`config.mk`:
```
export PLATFORM = sky130hd
export DESIGN_NAME = aes_kat_bist
export DESIGN_NICKNAME = d
export VERILOG_FILES = /design/src/rtl/aes_kat_bist.sv
export SDC_FILE = /design/constraint.sdc
export NUM_CORES = 1
export LEC_CHECK = 0
export ABC_CLOCK_PERIOD_IN_PS = 5400
export BUFFER_PORTS_ARGS = -buffer_cell sky130_fd_sc_hd__buf_2
export CORE_AREA = 10 10 203 205
export DETAILED_ROUTE_END_ITERATION = 10
export DIE_AREA = 0 0 213 215
export PLACE_DENSITY_LB_ADDON = 0.12
export SYNTH_ARGS = -nofsm -noshare
export SYNTH_HDL_FRONTEND = slang
export SYNTH_SLANG_ARGS = --single-unit
```
`constraint.sdc`:
```
create_clock -name clk_i -period 5.4 [get_ports clk_i]
set_input_delay 1.35 -clock clk_i [delete_from_list [all_inputs] [get_ports clk_i]]
set_output_delay 1.35 -clock clk_i [all_outputs]
set_load 0.02 [all_outputs]
```
`src/rtl/aes_kat_bist.sv`:
```
// aes_kat_bist: known-answer self-test sequencer for the iterative AES
// engine; issues FIPS-197 vectors and scores the returned ciphertexts.
module aes_kat_bist #(
  parameter logic [2:0] VEC_EN  = 3'b111,
  parameter int         TIMEOUT = 1024,
  parameter int         CNT_W   = 8
) (
  input  logic             clk_i,
  input  logic             reset_i,
  input  logic             start_i,
  output logic             req_v_o,
  input  logic             req_ready_i,
  output logic [255:0]     key_o,
  output logic [1:0]       key_len_o,
  output logic [127:0]     pt_o,
  input  logic             resp_v_i,
  input  logic [127:0]     ct_i,
  output logic             busy_o,
  output logic             done_o,
  output logic             pass_o,
  output logic [2:0]       fail_mask_o,
  output logic             timeout_o,
  output logic [CNT_W-1:0] run_count_o,
  output logic [CNT_W-1:0] pass_count_o
);
  localparam int TW = $clog2(TIMEOUT);
  localparam logic [TW-1:0] T_LAST = TW'(TIMEOUT - 1);

  localparam logic [127:0] PT =
    128'h00112233445566778899aabbccddeeff;
  localparam logic [127:0] K128 =
    128'h000102030405060708090a0b0c0d0e0f;
  localparam logic [191:0] K192 =
    192'h000102030405060708090a0b0c0d0e0f1011121314151617;
  localparam logic [255:0] K256 =
    256'h000102030405060708090a0b0c0d0e0f101112131415161718191a1b1c1d1e1f;
  localparam logic [127:0] C128 =
    128'h69c4e0d86a7b0430d8cdb78070b4c55a;
  localparam logic [127:0] C192 =
    128'hdda97ca4864cdfe06eaf70a0ec0d7191;
  localparam logic [127:0] C256 =
    128'h8ea2b7ca516745bfeafc49904b496089;

  typedef enum logic [2:0] {
    IDLE, SEL, ISSUE, WAIT, CHECK, DONE
  } state_t;

  state_t        state, state_n;
  logic [1:0]    idx, idx_n;
  logic [TW-1:0] tcnt;
  logic [127:0]  ct_q;
  logic [127:0]  exp_ct;
  logic [255:0]  key;

  always_comb begin
    key    = '0;
    exp_ct = '0;
    unique case (1'b1)
      idx == 2'd0: begin
        key    = {K128, 128'h0};
        exp_ct = C128;
      end
      idx == 2'd1: begin
        key    = {K192, 64'h0};
        exp_ct = C192;
      end
      idx == 2'd2: begin
        key    = K256;
        exp_ct = C256;
      end
      default: ;
    endcase
  end

  // idx 3 means every vector has been visited
  always_comb begin
    state_n = state;
    idx_n   = idx;
    unique case (state)
      IDLE, DONE: begin
        if (start_i) begin
          state_n = SEL;
          idx_n   = 2'd0;
        end
      end
      SEL: begin
        if (idx == 2'd3) begin
          state_n = DONE;
        end else if (VEC_EN[idx]) begin
          state_n = ISSUE;
        end else begin
          idx_n = idx + 2'd1;
          if (idx == 2'd2) state_n = DONE;
        end
      end
      ISSUE: begin
        if (req_ready_i) state_n = WAIT;
      end
      WAIT: begin
        if (resp_v_i) begin
          state_n = CHECK;
        end else if (tcnt == T_LAST) begin
          state_n = SEL;
          idx_n   = idx + 2'd1;
        end
      end
      CHECK: begin
        state_n = SEL;
        idx_n   = idx + 2'd1;
      end
      default: state_n = IDLE;
    endcase
  end

  always_ff @(posedge clk_i) begin
    if (reset_i) begin
      state        <= IDLE;
      idx          <= 2'd0;
      tcnt         <= '0;
      ct_q         <= '0;
      pass_o       <= 1'b0;
      fail_mask_o  <= 3'b000;
      timeout_o    <= 1'b0;
      run_count_o  <= '0;
      pass_count_o <= '0;
    end else begin
      state <= state_n;
      idx   <= idx_n;
      if ((state == IDLE || state == DONE) && start_i) begin
        pass_o      <= 1'b0;
        fail_mask_o <= 3'b000;
        timeout_o   <= 1'b0;
      end
      if (state == ISSUE) tcnt <= '0;
      else if (state == WAIT) tcnt <= tcnt + 1'b1;
      if (state == WAIT && resp_v_i) ct_q <= ct_i;
      if (state == WAIT && !resp_v_i && tcnt == T_LAST) begin
        fail_mask_o[idx] <= 1'b1;
        timeout_o        <= 1'b1;
      end
      if (state == CHECK && ct_q != exp_ct) fail_mask_o[idx] <= 1'b1;
      if (state == SEL && state_n == DONE) begin
        pass_o <= (fail_mask_o == 3'b000);
        if (~&run_count_o) run_count_o <= run_count_o + 1'b1;
        if (fail_mask_o == 3'b000 && ~&pass_count_o)
          pass_count_o <= pass_count_o + 1'b1;
      end
    end
  end

  assign req_v_o   = (state == ISSUE);
  assign key_o     = req_v_o ? key : '0;
  assign key_len_o = req_v_o ? idx : 2'd0;
  assign pt_o      = req_v_o ? PT : '0;
  assign busy_o    = state inside {SEL, ISSUE, WAIT, CHECK};
  assign done_o    = (state == DONE);

endmodule

```
---- Yosys cells after proc, flatten, opt, wreduce, memory -nomap -nowiden ----
Index checks and enable logic that the tools add are counted.
word-level totals
  output and inout port bits .............. 410
  bits in registers ....................... 164
  word-level logic and storage cells ...... 90
  input bits .............................. 133
operators by class
  bitwise gates (word level) .............. 3
  add/sub/neg operators ................... 4
  reduce and logical (&&, ||, !) cells .... 25
  order comparisons ....................... 2
  mux-type cells .......................... 31
  equal/unequal tests ..................... 16
operators by type and width
  operator                                              count
  case mux 241 bit (3 select lines)                     1
  case mux 128 bit (3 select lines)                     1
  two-way mux 256 bit                                   1
  != test 128 bit                                       1
  two-way mux 117 bit                                   1
  two-way mux 3 bit                                     12
  adder 8 x 1 -> 8 bit (second input constant)          2
  AND reduction 8 bit                                   2
  case mux 3 bit (5 select lines)                       1
  two-way mux 2 bit                                     6
  adder 10 x 1 -> 10 bit (second input constant)        1
  equality test 10 bit (second input constant)          1
  != test 2 bit (second input constant)                 5
  equality test 3 bit (second input constant)           3
  logical AND 1 bit                                     8
  case mux 2 bit (4 select lines)                       1
  nonzero test 4 bit                                    2
  equality test 3 x 2 -> 1 bit (second input constant)  2
  zero test 3 bit                                       2
  bitwise OR 3 bit                                      2
  AND reduction 6 bit                                   1
  two-way mux 1 bit                                     5
  equality test 2 bit (second input constant)           2
  AND reduction 2 bit                                   2
  other kinds (13)                                      16

---- Longest topological paths before layout ----
  word-level depth ........................ 10
  depth in mapped cells ................... 9
  mapped depth without buffers ............ 8

---- Worst setup path before layout ----
OpenSTA, ideal clock, no wires.
  kind .................................... register to output
  from .................................... register state[0]
  to ...................................... output key_o[129]
  slack ................................... -0.013 ns
  arrival time ............................ 4.063 ns
  buffers on the path ..................... 3
  data required time ...................... 4.050 ns
  cell stages (with the launch flop) ...... 7
  path through ............................ dfxtp_1 clkbuf_1 inv_2 and3_1 clkbuf_1 nor2b_1 buf_4
between the ends
  longest elaborated chain between the ends .. 2
RTL lines
  element                       RTL line  RTL
  start: declaration            48        state_t state, state_n;
  start signal: assignment      127       state <= state_n;
  equality test 3 x 2 -> 1 bit  151       assign req_v_o = (state == ISSUE);
  via req_v_o                   11        output logic req_v_o,
  two-way mux 256 bit           152       assign key_o = req_v_o ? key : '0;
  end: declaration              13        output logic [255:0] key_o,
The timed path passes the listed nets, and every way through them passes these cells.

---- Worst setup path after layout ----
  from .................................... register state[1]
  to ...................................... output key_o[218]
between the ends
  longest elaborated chain between the ends .. 2
RTL lines
  element                       RTL line
  equality test 3 x 2 -> 1 bit  151
  two-way mux 256 bit           152
Every way passes these cells.

==> results.yml <==
global_route:
  grt.total_usage_pct: 13.4
  grt_pass1_vias: 7338
  antenna_found_initial: 12
  overflow: 0
  grt_max_degree: 91
  grt_pass1_wl_um: 47000
timing:
  rsz0062_at_grt: "no"
  slew_headroom_pct: 28.9
  max_clock_freq_ghz: 0.246
  final.setup.tns_ns: 0
  worst_pin_slew_ns: 1.07
  whs_ns: 0.456
  maxSlewViolCount: 0
  setup_viol_count_final: 0
  finalClockSkew_ns: 0.0115
  finalCriticalPeriod_ns: 4.06
  fin_crit_sh_pct: 75.2
  hold_violations: 0
logic_synthesis:
  yosys.area.top_type: "dfxtp_1"
  synth_top_family_by_area: "buffers and inverters"
  syn_avg_cell_area_um2: 7.74
  synth-adder-area-share_pct: 1.27
  synth_edf_count: 0
  synth_cell_types: 55
  synth.area.top_cells: "dfxtp_1, buf_4, nand2_1"
  yosys.area_share.simple_pct: 20.5
  synth_seq_cells: 164
  synthMuxAreaShare_pct: 1.52
  synth-xor-area-share_pct: 2.04
  yosysTopAreaCellShare_pct: 33.2
  synth_top_flop_cell: "dfxtp_1"
  synthCells: 1276
  ys_warn_count: 0
  synth_compound_area_share_pct: 10.0
  synthArstFlopShare_pct: 0
  syn-cell-area_mm2: 0.00988
  yosysSeqAreaShare_pct: 33.2
placement:
  portBuffers: 302
  place_congestion: 0.774
  dp_hpwl_um: 25900
power:
  cellLeakagePower_uw: 0.00476
  peakVddDrop_mv: 0.174
  powerDensity_mw_per_mm2: 286
floorplanning:
  die_w_um: 213
  ioPinCount: 543
  die_area_mm2: 0.0458
  start_util_pct: 26.5
  rows: 71
  core_mm2: 0.0372
  fp.dieH_um: 215
critical_path:
  required_ns: 4.05
  crit_chain: "and3_2, buf_4, nor2b_1, buf_4, buf_2"
  cp_num_buf_inv: 3
  crit_type: "reg2out"
  critPathMaxFanout: 64
  critPathSlowestCell: "dfxtp_1"
  crit_path_start_kind: "flop"
  critPathArrivalTime_ns: 2.71
  cp_common_cell: "buf_4"
  cpLargestDelayFamily: "buffers and inverters"
  cp_slowest_stage_delay_ns: 0.71
  cp-end-kind: "primary output"
clocking:
  htreeDepth: 4
  root_buffer: "clkbuf_16"
  postCtsHoldBufs: 0
  ctsLongestPathBuffers: 2
  clkTransAtPathRegs_ns: 0.07
  clkSinkCount: 164
  post_cts_resized: 0
  numCtsBuffers: 17
  cts_tree: "built"
  postCtsSetupRepairBufs: 0
  clk_latency_ns: 0.43
final_layout:
  fillers: 4150
  nNetsFinal: 1549
  area_growth_syn_to_layout_pct: 6.20
  drive_above_1_share_pct: 25.0
detailed_routing:
  drcViolationCount: 0
  vias_per_cell: 4.05
  firstDrtPassIters: 4
  drtIter0Drc: 356
  wl_per_cell_um: 17.4
  wl_um: 32900
  vias: 7684
  drt.antenna.violating_nets: 0
worst_hold_path:
  hold_path_class: "reg2reg"
status:
  status: "completed"
job:
  cap_viol_max_count: 0
-- metrics by stage --
step | cell area [um2] | util, % | total power [uW] | worst slack [ns] | std cells
2_1_floorplan | 10800 | - | 1840 | 0.815 | 1515
4_1_cts | 10500 | 28.2 | 3040 | 1.25 | 1893
6_report | 10500 | 28.2 | 3000 | 1.34 | 1895
3_3_place_gp | 9900 | 26.6 | 1780 | 1.81 | 1861
3_5_place_dp | 9900 | 26.6 | 1780 | 1.73 | 1861
5_1_grt | 10500 | 28.2 | 3130 | 1.04 | 1893
-- sequential cells by signal, indices dropped and copies added, names as in the netlist --
signal        count
ct_q            128
fail_mask_o       3
idx               2
pass_count_o      8
pass_o            1
run_count_o       8
state             3
tcnt             10
timeout_o         1
-- routing by layer --
metal  up-vias  routed length [um]  track usage, %
li1       3840                   -               -
met1      3550               13700            15.9
met2       253               16200            23.2
met3        29                2750            3.87
met4        12                 239            2.76
met5         -                  78               0
-- worst register-to-register path: stages (launching register included) --
cell and delay, ns:
dfxtp_1 0.47, inv_1 0.13, ha_1 0.46, or4_1 0.49, a22o_1 0.23, or4_1 0.49, nor4_1 0.54, a2111o_1 0.29
o21ai_1 0.07
-- power breakdown --
part	switching (uW)	internal, uW	total [uW]
registers	15.6	1220	1240
logic	400	119	519
clock network	539	700	1240
total	955	2040	3000
-- worst paths after layout --
check / start / to / slack [ns] / cells after the start
worst min-delay path: ct_q[96]$_SDFFE_PP0P_ / ct_q[96]$_SDFFE_PP0P_ / 0.46 / 2
worst max-delay path: state[1]$_SDFF_PP0_ / key_o[218] / 1.34 / 5
worst max register to register: idx[0]$_SDFFE_PP0P_ / fail_mask_o[2]$_SDFF_PP0_ / 2.13 / 8
worst min register to register: ct_q[96]$_SDFFE_PP0P_ / ct_q[96]$_SDFFE_PP0P_ / 0.46 / 2
-- layout by cell type, fill, tap and decap left out, types with 3 or more instances in the layout --
cell,instances
or3_1,6
o21ai_0,6
a22oi_1,5
nor4_1,9
clkinvlp_4,4
nor3_1,11
nand3_1,12
and2_1,6
nor2b_1,6
and3_1,6
clkbuf_16,17
nand4_1,32
mux2i_1,15
or4_1,20
nor2_1,39
inv_1,6
inv_6,4
buf_2,301
dfxtp_1,164
xnor2_1,10
a21oi_1,139
conb_1,240
o21ai_1,7
nor3b_1,4
buf_4,8
nand2b_1,3
ha_1,10
xor2_1,13
nand2_1,271
o21bai_1,3
-- logic make-up after synthesis --
logic type,count (synthesis)
compound gates,177
xor+xnor,23
fa+ha+maj,10
buf+inv,445
flops,164
mux,15
other cells,1
simple gates,441
-- cell usage after synthesis, types with 7 or more instances --
master / n
buf_4: 381
nand2_1: 271
dfxtp_1: 164
a21oi_1: 139
clkbuf_1: 53
nor2_1: 39
nand4_1: 32
or4_1: 20
mux2i_1: 15
nand3_1: 13
xor2_1: 13
nor3_1: 11
ha_1: 10
xnor2_1: 10
nor4_1: 9
and3_1: 8
o21ai_1: 7
-- area by class of cell --
class | instances | area, um2 | area share [%]
multi-input combinational | 906 | 4410 | 42.0
sequential | 164 | 3280 | 31.3
timing repair buffer | 310 | 1590 | 15.1
tap | 474 | 593 | 5.65
clock buffer | 19 | 443 | 4.22
clock inverter | 13 | 148 | 1.41
inverter | 7 | 26.3 | 0.250
antenna | 2 | 5.00 | 0.0477
No activity file was read; power rests on OpenSTA's default activity.
